**src/rtl/result_uart_streamer.sv**
```systemverilog
// result_uart_streamer
// Drains the output memory to the UART transmitter after a start pulse.
// Each address holds LANES 16-bit words; they leave as 2*LANES bytes,
// lane 0 first, low byte before high byte. One byte is in flight at a
// time: tx_en launches it, tx_done from the UART releases the next one.
module result_uart_streamer #(
  parameter int unsigned WORD_COUNT = 8192,
  parameter int unsigned LANES      = 4,
  parameter int unsigned ADDR_W     = 16
) (
  input  logic                  clk,
  input  logic                  rst,
  input  logic                  start,
  output logic                  mem_rd_en,
  output logic [ADDR_W-1:0]     mem_addr,
  input  logic [LANES*16-1:0]   mem_rd_data,
  output logic [7:0]            tx_data,
  output logic                  tx_en,
  input  logic                  tx_done,
  output logic                  busy,
  output logic                  done,
  output logic [31:0]           bytes_sent
);

  localparam int unsigned BYTES_PER_ADDR = 2 * LANES;
  localparam int unsigned IDX_W          = $clog2(BYTES_PER_ADDR);
  localparam int unsigned LINE_W         = LANES * 16;

  localparam logic [IDX_W-1:0]  LAST_IDX  = IDX_W'(BYTES_PER_ADDR - 1);
  localparam logic [ADDR_W-1:0] LAST_ADDR = ADDR_W'(WORD_COUNT - 1);

  localparam logic [2:0] S_IDLE    = 3'd0;
  localparam logic [2:0] S_READ    = 3'd1;
  localparam logic [2:0] S_WAIT    = 3'd2;
  localparam logic [2:0] S_LATCH   = 3'd3;
  localparam logic [2:0] S_SEND    = 3'd4;
  localparam logic [2:0] S_WAIT_TX = 3'd5;
  localparam logic [2:0] S_FINISH  = 3'd6;

  logic [2:0]        state_q, state_d;
  logic [ADDR_W-1:0] addr_q,  addr_d;
  logic [IDX_W-1:0]  idx_q,   idx_d;
  logic [LINE_W-1:0] line_q,  line_d;
  logic [7:0]        txd_q,   txd_d;
  logic [31:0]       cnt_q,   cnt_d;

  logic [IDX_W-1:0]  sel_idx;
  logic [7:0]        sel_byte;

  // Pick the byte that the next SEND will present: byte 0 when a fresh
  // line has just been latched, otherwise the byte after the current one.
  always_comb begin
    sel_idx  = '0;
    sel_byte = '0;
    if (state_q == S_WAIT_TX) begin
      sel_idx = idx_q + 1'b1;
    end
    for (int unsigned i = 0; i < BYTES_PER_ADDR; i++) begin
      if (sel_idx == IDX_W'(i)) begin
        sel_byte = line_q[8*i +: 8];
      end
    end
  end

  // Transfer sequencer: one memory read per address, then one byte per
  // UART handshake until the line is exhausted.
  always_comb begin
    state_d = state_q;
    addr_d  = addr_q;
    idx_d   = idx_q;
    line_d  = line_q;
    txd_d   = txd_q;
    cnt_d   = cnt_q;

    case (state_q)
      S_IDLE: begin
        if (start) begin
          state_d = S_READ;
          addr_d  = '0;
          idx_d   = '0;
          cnt_d   = '0;
        end
      end

      S_READ: begin
        state_d = S_WAIT;
      end

      // Read data is only guaranteed in the cycle after the strobe, so the
      // line buffer is loaded on the WAIT->LATCH edge; LATCH then has a
      // stable line from which to preload byte 0.
      S_WAIT: begin
        line_d  = mem_rd_data;
        state_d = S_LATCH;
      end

      S_LATCH: begin
        idx_d   = '0;
        txd_d   = sel_byte;
        state_d = S_SEND;
      end

      S_SEND: begin
        state_d = S_WAIT_TX;
      end

      S_WAIT_TX: begin
        if (tx_done) begin
          if (cnt_q != '1) begin
            cnt_d = cnt_q + 32'd1;
          end
          if (idx_q < LAST_IDX) begin
            idx_d   = idx_q + 1'b1;
            txd_d   = sel_byte;
            state_d = S_SEND;
          end else if (addr_q == LAST_ADDR) begin
            state_d = S_FINISH;
          end else begin
            addr_d  = addr_q + 1'b1;
            state_d = S_READ;
          end
        end
      end

      S_FINISH: begin
        state_d = S_IDLE;
      end

      default: begin
        state_d = S_IDLE;
      end
    endcase
  end

  // State registers; reset aborts any transfer in progress.
  always_ff @(posedge clk or negedge rst) begin
    if (!rst) begin
      state_q <= S_IDLE;
      addr_q  <= '0;
      idx_q   <= '0;
      line_q  <= '0;
      txd_q   <= '0;
      cnt_q   <= '0;
    end else begin
      state_q <= state_d;
      addr_q  <= addr_d;
      idx_q   <= idx_d;
      line_q  <= line_d;
      txd_q   <= txd_d;
      cnt_q   <= cnt_d;
    end
  end

  assign mem_rd_en  = (state_q == S_READ);
  assign mem_addr   = addr_q;
  assign tx_data    = txd_q;
  assign tx_en      = (state_q == S_SEND);
  assign busy       = (state_q != S_IDLE) && (state_q != S_FINISH);
  assign done       = (state_q == S_FINISH);
  assign bytes_sent = cnt_q;

endmodule

```
**config.mk**
```make
export PLATFORM = sky130hd
export DESIGN_NAME = result_uart_streamer
export DESIGN_NICKNAME = d
export VERILOG_FILES = /design/src/rtl/result_uart_streamer.sv
export SDC_FILE = /design/constraint.sdc
export NUM_CORES = 1
export LEC_CHECK = 0
export ABC_AREA = 0
export CAP_MARGIN = 20
export CORE_MARGIN = 2
export CORE_UTILIZATION = 55
export CTS_CLUSTER_DIAMETER = 80
export CTS_CLUSTER_SIZE = 28
export DETAILED_ROUTE_END_ITERATION = 8
export PLACE_DENSITY = 0.84
export SLEW_MARGIN = 10
export SYNTH_ARGS = -nofsm -noshare
export SYNTH_HDL_FRONTEND = slang
export SYNTH_SLANG_ARGS = --single-unit
```
**constraint.sdc**
```tcl
create_clock -name clk -period 4.05 [get_ports clk]
set_input_delay 0.405 -clock clk [delete_from_list [all_inputs] [get_ports clk]]
set_output_delay 0.405 -clock clk [all_outputs]
set_load 0.03 [all_outputs]
```
==> reports/results.ini <==
[status]
status = complete, no violations

[synth]
synth.avg_cell_area_sq_um = 10.29
synthCells = 622
synth_top_flop_cell = sky130_fd_sc_hd__dfrtp_1
synth.cells.most_frequent = 126 x sky130_fd_sc_hd__dfrtp_1, 71 x sky130_fd_sc_hd__o21ai_0, 65 x sky130_fd_sc_hd__mux2_2
synth_top_area_share_pct = 49.29
synth_fp_nets = 693
synthesis.yosys.warnings = 0
yosys-top-cells-area = sky130_fd_sc_hd__dfrtp_1 49%, sky130_fd_sc_hd__mux2_2 11%, sky130_fd_sc_hd__o21ai_0 5.6%
synth.lib_cells_used.distinct = 58
synthDominantAreaCellType = sky130_fd_sc_hd__dfrtp_1
ys_seq_area_share_pct = 49.29
cell_area_after_synthesis_sq_um = 6397
ys_seq_elements = 126
synth-edff-count = 0
synth.most_common_cell = sky130_fd_sc_hd__dfrtp_1
async_reset_ff_share_pct = 100.0

[clock_network]
cts.repair_timing.setup_buffer_count = 0
clk_transition_reported_paths_ps = 60
ctsHoldBuffers = 0
cts-htree-levels = 4
tritoncts = done
cts-root-buf = sky130_fd_sc_hd__clkbuf_16
clock_tree.buffer_depth = 2
worstSkewPairLatency_ps = 420
number_of_cts_inserted_buffers = 17
cts_sinks = 126
post_cts_resized = 0

[global_routing]
first_global_vias = 5364
maximum_number_of_pins_on_one_net_before_global_route_repair = 65
grt_pass1_wl_microns = 26780
groute.usage.overall_pct = 26.96
grt_remaining_overflow = 0
antenna_found_initial = 0

[sta]
fin_setup_tns_ps = 0
final.setup_skew_ps = 8.752
timing.final.setup_violations = 0
final_max_slew_viol_count = 0
setup_repair_after_global_routing_missed_its_margin = false
worst_pin_slew_ps = 1033
max_freq_mhz = 319.6
timing_hold_violations_final = 0
fin_crit_ps = 3129
layout_worst_path_cycle_share_pct = 77.25
timing.slew.headroom_pct = 31.13

[layout]
final_area_sq_um = 8320
stdcell_count = 894
register_area_sq_um = 3153
finish.net_count = 809
area_delta_synth_final_pct = 30.06
multiInputGateArea_sq_um = 3065
n_fill_cell = 781
layout-drive-gt1-share_pct = 15.71
diodes = 0

[route]
drc = 0
drtPass1Iterations = 4
detailed_route_vias_per_instance = 6.255
avgRoutedWirePerCell_microns = 18.50
ant_nets = 0
drt_iter0_markers = 564
vias = 5592
wl_microns = 16540

[placement]
placed_cells = 862
dpl_cell_area_sq_um = 7745
place_hpwl_microns = 11250
finalWeightedCongestion = 0.9044
numPortBuffers = 127

[flow_run]
cap_viol_max_count = 0

[critical_path]
timing.critical_path.required_ps = 4380
critical_path.endpoint_type = flip-flop
worst-path-max-fanout = 42
crit_chain = and3b_1, nand4_1, and4bb_2, nor4_1, a211oi_1
cp_num_buf_inv = 0
timing.critical_path.max_delay_family = simple AND/OR/NAND/NOR gates
cp_data_arrival_time_ps = 3460
worst_path_largest_cell_delay_ps = 870
slowest_stage = sky130_fd_sc_hd__and4bb_2
setup.worst_path.class = reg2reg
startpoint_type_of_the_worst_setup_path = flip-flop

[die]
fp.dieH_microns = 111.9
core_region_area_sq_um = 11370
die_width_microns = 111.9
die_area_sq_um = 12510
rows = 39
design.portCount = 128
start_util_pct = 56.27

[pwr]
power_density_relative_to_cell_area_nw_per_um2 = 626.8
max-vdd-ir-drop_v = 0.0003918
report.power.total_uw = 5215
power_leakage_uw = 0.003254

[min_path]
hp-class = in2async

==> placed cells by master, fill, tap and decap left out, types with 7 or more instances in the layout <==
master                              n
sky130_fd_sc_hd__a21boi_0           7
sky130_fd_sc_hd__nand2_1           49
sky130_fd_sc_hd__o22ai_1           14
sky130_fd_sc_hd__nand3_1           29
sky130_fd_sc_hd__nand4_1           17
sky130_fd_sc_hd__nor2_1            14
sky130_fd_sc_hd__inv_1              7
sky130_fd_sc_hd__a32oi_1            7
sky130_fd_sc_hd__mux2_2            65
sky130_fd_sc_hd__clkbuf_16         17
sky130_fd_sc_hd__buf_4              8
sky130_fd_sc_hd__mux2i_1            9
sky130_fd_sc_hd__o31ai_1            8
sky130_fd_sc_hd__or3_1             31
sky130_fd_sc_hd__clkdlybuf4s50_1  126
sky130_fd_sc_hd__o21ai_0           71
sky130_fd_sc_hd__and2_1             9
sky130_fd_sc_hd__dfrtp_1          126
sky130_fd_sc_hd__or4_1             14
sky130_fd_sc_hd__a21oi_1           42
==> power by group <==
part / internal, uW / leakage, uW / switching, uW / total, uW
clock: 863 / 0.000276 / 619 / 1480
combinational: 827 / 0.00138 / 880 / 1710
sequential: 1670 / 0.00160 / 358 / 2030
==> stage by stage <==
step | utilization [%] | setup slack, ps | hold WS [ps]
2_1_floorplan | - | 1838 | 109.4
3_3_place_gp | 68.12 | 1179 | 473.9
3_5_place_dp | 68.12 | 1038 | 480.3
4_1_cts | 73.18 | 962.4 | 62.02
5_1_grt | 73.18 | 738.7 | 79.15
6_report | 73.18 | 921.5 | 35.57
==> path summary, 6_finish.rpt <==
kind	start	to	slack, ps	cells after the start
min in group clk	tx_data[1]	tx_data[1]	490	2
max	state_q[0]	bytes_sent[16]	920	5
max in group asynchronous	rst	line_q[61]	3090	2
min reg2reg	tx_data[1]	tx_data[1]	490	2
min	rst	mem_addr[12]	40	1
max reg2reg	state_q[0]	bytes_sent[16]	920	5
==> cell families after synthesis <==
logic type / after synthesis / share of synthesized area [%]
adders and majority gates: 3 / 0.5868
AOI/OAI and AO/OA: 174 / 16.31
xor gates and xnor gates: 5 / 0.6847
and+or+nand+nor: 196 / 17.23
muxes: 74 / 12.85
buffers and inverters: 44 / 3.051
DFF: 126 / 49.29
==> sequential cells by signal, indices dropped and copies added (netlist names) <==
name        flops
bytes_sent     32
idx_q           3
mem_addr       16
state_q         3
line_q         64
tx_data         8
==> layout make-up <==
class	count	share of cell area, %
Clock buffer	17	5.113
Clock inverter	15	1.805
Inverter	7	0.3158
Multi-Input combinational cell	452	36.84
Sequential cell	126	37.89
Tap cell	143	2.150
Timing Repair Buffer	134	15.88
==> metal layers <==
layer	routed length (microns)	share of wire [%]	vias to the layer above	track usage, %
li1	-	-	2571	-
met1	6672	40	2757	33.24
met2	8406	51	227	45.74
met3	1006	6.1	37	6.750
met4	457	2.8	0	10.62
met5	0	0	-	0
No activity file was read; power rests on OpenSTA's default activity.
